===== config.mk =====
export PLATFORM = sky130hd
export DESIGN_NAME = serial_addsub
export DESIGN_NICKNAME = d
export VERILOG_FILES = /design/src/rtl/serial_addsub.sv
export SDC_FILE = /design/constraint.sdc
export NUM_CORES = 1
export LEC_CHECK = 0
export ABC_CLOCK_PERIOD_IN_PS = 3700
export CAP_MARGIN = 40
export CELL_PAD_IN_SITES_DETAIL_PLACEMENT = 0
export CELL_PAD_IN_SITES_GLOBAL_PLACEMENT = 1
export CORE_MARGIN = 3
export CORE_UTILIZATION = 47
export DETAILED_ROUTE_END_ITERATION = 10
export MAX_ROUTING_LAYER = met4
export PLACE_DENSITY = 0.84
export SLEW_MARGIN = 40
export SYNTH_ARGS = -nofsm -noshare
export SYNTH_HDL_FRONTEND = slang
export SYNTH_SLANG_ARGS = --single-unit

===== constraint.sdc =====
create_clock -name MAX10_CLK1_50 -period 3.7 [get_ports MAX10_CLK1_50]
set_clock_uncertainty 0.1 [all_clocks]
set_input_delay 0.37 -clock MAX10_CLK1_50 [delete_from_list [all_inputs] [get_ports MAX10_CLK1_50]]
set_output_delay 0.37 -clock MAX10_CLK1_50 [all_outputs]
set_load 0.01 [all_outputs]

===== src/rtl/serial_addsub.sv =====
// Bit-serial adder/subtractor: one full-adder slice plus carry flop, stepped by a
// synchronised pushbutton or by an internal prescaler tick in auto mode.
module serial_addsub #(
  parameter int WIDTH    = 5,
  parameter int AUTO_DIV = 25_000_000
) (
  input  logic                         MAX10_CLK1_50,
  input  logic                         reset_n,
  input  logic                         step_n,
  input  logic                         mode_auto,
  input  logic                         sub,
  input  logic                         clear,
  input  logic [WIDTH-1:0]             a,
  input  logic [WIDTH-1:0]             b,
  output logic [WIDTH-1:0]             sum,
  output logic                         cout,
  output logic                         ovf,
  output logic [$clog2(WIDTH+1)-1:0]   bit_idx,
  output logic [WIDTH-1:0]             bit_valid,
  output logic                         busy,
  output logic                         done
);

  localparam int IDX_W = $clog2(WIDTH + 1);
  localparam int PRE_W = $clog2(AUTO_DIV);
  localparam logic [PRE_W-1:0] PRE_LAST = PRE_W'(AUTO_DIV - 1);
  localparam logic [IDX_W-1:0] IDX_LAST = IDX_W'(WIDTH - 1);
  localparam logic [IDX_W-1:0] IDX_END  = IDX_W'(WIDTH);

  typedef enum logic [1:0] {
    S_IDLE,
    S_RUN,
    S_DONE
  } state_t;

  // Step sources ----------------------------------------------------------
  logic             r_step_s1, r_step_s2, r_step_s3;
  logic [PRE_W-1:0] r_presc;
  logic             w_key_step;
  logic             w_tick;
  logic             w_step;

  // Released button reads as 1, so the chain resets high to avoid a phantom press.
  always_ff @(posedge MAX10_CLK1_50 or negedge reset_n) begin
    if (!reset_n) begin
      r_step_s1 <= 1'b1;
      r_step_s2 <= 1'b1;
      r_step_s3 <= 1'b1;
    end else begin
      // NOTE: non-blocking assignments make every flop sample the pre-edge value,
      // which is what turns this into a real three-stage shift chain.
      r_step_s1 <= step_n;
      r_step_s2 <= r_step_s1;
      r_step_s3 <= r_step_s2;
    end
  end

  assign w_key_step = r_step_s3 & ~r_step_s2;

  always_ff @(posedge MAX10_CLK1_50 or negedge reset_n) begin
    if (!reset_n) begin
      r_presc <= '0;
    end else if (clear || !mode_auto || (r_presc == PRE_LAST)) begin
      r_presc <= '0;
    end else begin
      r_presc <= r_presc + 1'b1;
    end
  end

  assign w_tick = mode_auto & (r_presc == PRE_LAST);
  assign w_step = mode_auto ? w_tick : w_key_step;

  // Sequencer and datapath ------------------------------------------------
  state_t           r_state, w_state_d;
  logic [WIDTH-1:0] r_op_a, r_op_b, w_op_a_d, w_op_b_d;
  logic             r_carry, w_carry_d;
  logic [WIDTH-1:0] r_sum, w_sum_d;
  logic             r_cout, w_cout_d;
  logic             r_ovf, w_ovf_d;
  logic [IDX_W-1:0] r_bit_idx, w_bit_idx_d;
  logic [WIDTH-1:0] r_bit_valid, w_bit_valid_d;
  logic             w_a_bit, w_b_bit, w_s, w_c_out;

  always_ff @(posedge MAX10_CLK1_50 or negedge reset_n) begin
    if (!reset_n) begin
      r_state     <= S_IDLE;
      r_op_a      <= '0;
      r_op_b      <= '0;
      r_carry     <= 1'b0;
      r_sum       <= '0;
      r_cout      <= 1'b0;
      r_ovf       <= 1'b0;
      r_bit_idx   <= '0;
      r_bit_valid <= '0;
    end else begin
      r_state     <= w_state_d;
      r_op_a      <= w_op_a_d;
      r_op_b      <= w_op_b_d;
      r_carry     <= w_carry_d;
      r_sum       <= w_sum_d;
      r_cout      <= w_cout_d;
      r_ovf       <= w_ovf_d;
      r_bit_idx   <= w_bit_idx_d;
      r_bit_valid <= w_bit_valid_d;
    end
  end

  always_comb begin
    // NOTE: every output of this block gets a default first so no path through
    // the case/if tree leaves a signal unassigned and infers a latch.
    w_state_d     = r_state;
    w_op_a_d      = r_op_a;
    w_op_b_d      = r_op_b;
    w_carry_d     = r_carry;
    w_sum_d       = r_sum;
    w_cout_d      = r_cout;
    w_ovf_d       = r_ovf;
    w_bit_idx_d   = r_bit_idx;
    w_bit_valid_d = r_bit_valid;
    w_a_bit       = 1'b0;
    w_b_bit       = 1'b0;

    for (int i = 0; i < WIDTH; i++) begin
      if (r_bit_idx == IDX_W'(i)) begin
        w_a_bit = r_op_a[i];
        w_b_bit = r_op_b[i];
      end
    end
    w_s     = w_a_bit ^ w_b_bit ^ r_carry;
    w_c_out = (w_a_bit & w_b_bit) | (w_a_bit & r_carry) | (w_b_bit & r_carry);

    if (clear) begin
      w_state_d     = S_IDLE;
      w_op_a_d      = '0;
      w_op_b_d      = '0;
      w_carry_d     = 1'b0;
      w_sum_d       = '0;
      w_cout_d      = 1'b0;
      w_ovf_d       = 1'b0;
      w_bit_idx_d   = '0;
      w_bit_valid_d = '0;
    end else if (w_step) begin
      case (r_state)
        S_IDLE, S_DONE: begin
          // Subtraction is a + ~b + 1: the +1 rides in as the initial carry.
          w_op_a_d      = a;
          w_op_b_d      = sub ? ~b : b;
          w_carry_d     = sub;
          w_sum_d       = '0;
          w_cout_d      = 1'b0;
          w_ovf_d       = 1'b0;
          w_bit_idx_d   = '0;
          w_bit_valid_d = '0;
          w_state_d     = S_RUN;
        end
        S_RUN: begin
          for (int i = 0; i < WIDTH; i++) begin
            if (r_bit_idx == IDX_W'(i)) begin
              w_sum_d[i]       = w_s;
              w_bit_valid_d[i] = 1'b1;
            end
          end
          w_carry_d   = w_c_out;
          w_bit_idx_d = r_bit_idx + 1'b1;
          if (r_bit_idx == IDX_LAST) begin
            w_cout_d    = w_c_out;
            w_ovf_d     = r_carry ^ w_c_out;
            w_bit_idx_d = IDX_END;
            w_state_d   = S_DONE;
          end
        end
        default: w_state_d = S_IDLE;
      endcase
    end
  end

  assign sum       = r_sum;
  assign cout      = r_cout;
  assign ovf       = r_ovf;
  assign bit_idx   = r_bit_idx;
  assign bit_valid = r_bit_valid;
  assign busy      = (r_state == S_RUN);
  assign done      = (r_state == S_DONE);

endmodule


==> flow_summary_export.csv <==
group,metric,value,unit
clock_tree,cts_buffer_depth,2,
route,vias,2176,
grt,grt_max_degree,32,
setup_path,crit_slowest_cell,"dfrtp_1",
power,clockPowerShare,32.8,%
synth,syn_avg_cell_area,9.87,sq um
setup_path,endpoint_kind,"output pin",
synth,synth_top_cell_area_share,45.8,%
floorplanning,pin_count,33,
finish,diodes,0,
timing,maxSlewViolCount,0,
grt,grt_pass1_wl,10300,um
timing,setup_viol,0,
clock_tree,worstSkewPairLatency,0.31,ns
route,wl_per_cell,15.2,um
route,route.detailed.drc,0,
clock_tree,cts.htree.levels,2,
power,swShare,25.4,%
power,p_seq_share,57.5,%
setup_path,critical_path_class,"flip-flop to output pin",
synth,ys_ff_latch,56,
setup_path,path_cells,"clkinv_1 > nor2_1 > clkdlybuf4s50_1",
timing,worst_pin_slew,0.675,ns
synth,synth.area.top_cells,"dfrtp_1 46%, nor2_1 6.4%, xor2_1 5.4%, a21oi_1 3.8%, nand3_1 3.8%",
setup_path,max_stage_delay,0.59,ns
clock_tree,post_cts_resized,0,
timing,finalHoldViolCount,0,
synth,post-synth-top-area-cell,"dfrtp_1",
power,p_comb_share,9.7,%
setup_path,startpoint_type,"flip-flop",
hold_path,holdCritPathClass,"flip-flop to flip-flop",
floorplanning,coreArea,0.00574,sq mm
clock_tree,clkSinkCount,56,
synth,synthArstFlopShare,100,%
finish,drive_gt1_share,7.74,%
hold_path,whs_endpoint,"r_step_s2",
finish,syn_to_final_growth,15.9,%
setup_path,critical_path_arrival,2.21,ns
grt,grt_pass1_vias,2049,
setup_path,worstPathRequired,3.23,ns
hold_path,min_from,"r_step_s1",
power,p_int,0.823,mW
clock_tree,numCtsBuffers,5,
placement,place_hpwl,4150,um
floorplanning,rows,27,
timing,clock.fmax,373,MHz
run,cap_violations,0,
synth,yosysMostFrequentCell,"dfrtp_1",
synth,ys_types,44,
synth,synth_nets,316,
setup_path,r2r-end,"r_carry",
power,p_leak,1.43,nW
setup_path,r2r_slack,1.04,ns
synth,ys.flop_type,"dfrtp_1",
timing,finalCritPeriodShare,72.5,%
route,dr.pass1.iters,4,
timing,min_period,2.68,ns
route,drt-vias-per-instance,5.51,
floorplanning,die_area,0.00713,sq mm
route,ant_nets,0,
grt,antenna_found_initial,0,
setup_path,cp_max_fo,17,
synth,yosys_warnings,0,
route,totalWireLength,6010,um
timing,tns,0,ns
power,design_power_total,1.10,mW
grt,gr-usage-all-layers,18.1,%
floorplanning,die_w,84.5,um
power,ir_worst_vdd,0.206,mV
power,p_switching,0.280,mW
finish,num-fill-cells,517,
grt,grt-ovfl-total,0,
route,drt_iter0_drc,160,
timing,slew_headroom,55.0,%
placement,port_buffers,32,
setup_path,reg2reg_depth,9,
finish,final-seq-area,0.00141,sq mm
synth,synthCells,293,
finish,multi_input_area,0.00140,sq mm
clock_tree,clk_pin_slew,0.11,ns
floorplanning,dieHeight,84.5,um
clock_tree,cts_root_buf,"clkbuf_8",
synth,synth_area,0.00289,sq mm
synth,ys_seq_area_share,48.6,%
finish,nNetsFinal,345,
clock_tree,tritoncts,"done",
timing,rsz0062_at_grt,"no",
synth,synth_edf_count,0,
power,power.density,329,mW/mm^2
outcome,status,"finished, final reports clean",
hold_path,hold_depth,0,
placement,gp_congestion,0.814,
floorplanning,initial_core_util,50.4,%
setup_path,reg2reg_from,"bit_idx[0]",
synth,synthTopCellsByCount,"53 x dfrtp_1, 49 x nor2_1, 22 x a21oi_1, 22 x nand3_1, 19 x nand2_1",
clock_tree,post-cts-setup-buffer-count,0,
sequential cells by signal, summed over array words and instances, names as in the netlist:
signal / count
bit_idx: 3
bit_valid: 5
cout: 1
ovf: 1
r_carry: 1
r_op_a: 5
r_op_b: 5
r_presc: 25
r_state: 2
r_step_s1: 1
r_step_s2: 1
r_step_s3: 1
sum: 5
per-layer routing:
layer / share of wire, % / GRT usage [%] / vias to the layer above
met2: 43 / 26.0 / 32
met4: 1.5 / 6.04 / 0
met1: 53 / 26.5 / 1050
li1: - / - / 1087
met3: 2.7 / 2.16 / 7
met5: 0 / - / -
worst max-delay path, delay by kind of cell, from the launching register on:
family                 cells  cell delay (ns)
AND/OR/NAND/NOR            1             0.22
flip-flops                 1             0.59
buffers and inverters      2             1.09
layout by cell type (no fill, tap or decap), drive strengths merged, types with 7 or more instances in the layout:
master | Yosys | layout
dfrtp | 53 | 53
nor2 | 49 | 49
clkdlybuf4s50 | 0 | 31
nand3 | 23 | 23
a21oi | 22 | 22
nand2 | 19 | 19
xor2 | 18 | 18
o21ai | 18 | 18
xnor2 | 11 | 11
inv | 6 | 7
power by group through the flow:
stage,Combinational [mW],Sequential (mW),Clock (mW)
floorplan,0.0591,0.645,0
global placement,0.107,0.647,0
detailed placement,0.108,0.647,0
CTS,0.109,0.635,0.371
global route,0.120,0.637,0.395
finish,0.107,0.635,0.362
cell type report:
class	instances	area share, %
flip-flops and latches	56	41.9
multi-input cells	217	41.6
repair buffers	35	10.1
well taps	72	2.69
clock buffers	6	2.46
inverters	7	0.784
clock inverters	2	0.410
worst max-delay path by stage:
| stage | to | slack (ns) | start | cells after the start |
|---|---|---|---|---|
| after global placement | r_carry | 1.11 | bit_idx[0] | 9 |
| after detailed placement | r_carry | 1.07 | bit_idx[0] | 11 |
| final | busy | 1.02 | r_state[0] | 3 |
| after floorplan | r_carry | 1.11 | bit_idx[0] | 12 |
| after global routing | sum[2] | 0.83 | bit_idx[0] | 10 |
| after CTS | busy | 1.01 | r_state[0] | 3 |
cell families (layout without fill, tap and decap cells):
family / count (synthesis) / count (layout) / synth area share (%)
and+or+nand+nor: 116 / 116 / 20.8
AOI/OAI and AO/OA: 65 / 65 / 15.3
DFF: 56 / 56 / 48.6
xor gates and xnor gates: 29 / 29 / 8.78
buffers and inverters: 20 / 50 / 3.24
adders and majority gates: 7 / 7 / 3.29
what timing repair did:
item,4_1_cts,5_1_grt
hold endpoints to repair,25,0
hold buffers,1,0
setup endpoints to repair,0,0
metrics by stage:
| step | area [sq um] | hold WS (ns) | setup slack (ns) | instances | util, % |
|---|---|---|---|---|---|
| floorplan | 2890 | -0.0256 | 1.11 | 293 | - |
| global placement | 3250 | 0.246 | 1.11 | 386 | 56.5 |
| detailed placement | 3250 | 0.247 | 1.07 | 386 | 56.5 |
| CTS | 3350 | 0.263 | 1.01 | 395 | 58.4 |
| global route | 3350 | 0.266 | 0.829 | 395 | 58.4 |
| finish | 3350 | 0.263 | 1.02 | 395 | 58.4 |
No activity file was read; power rests on OpenSTA's default activity.
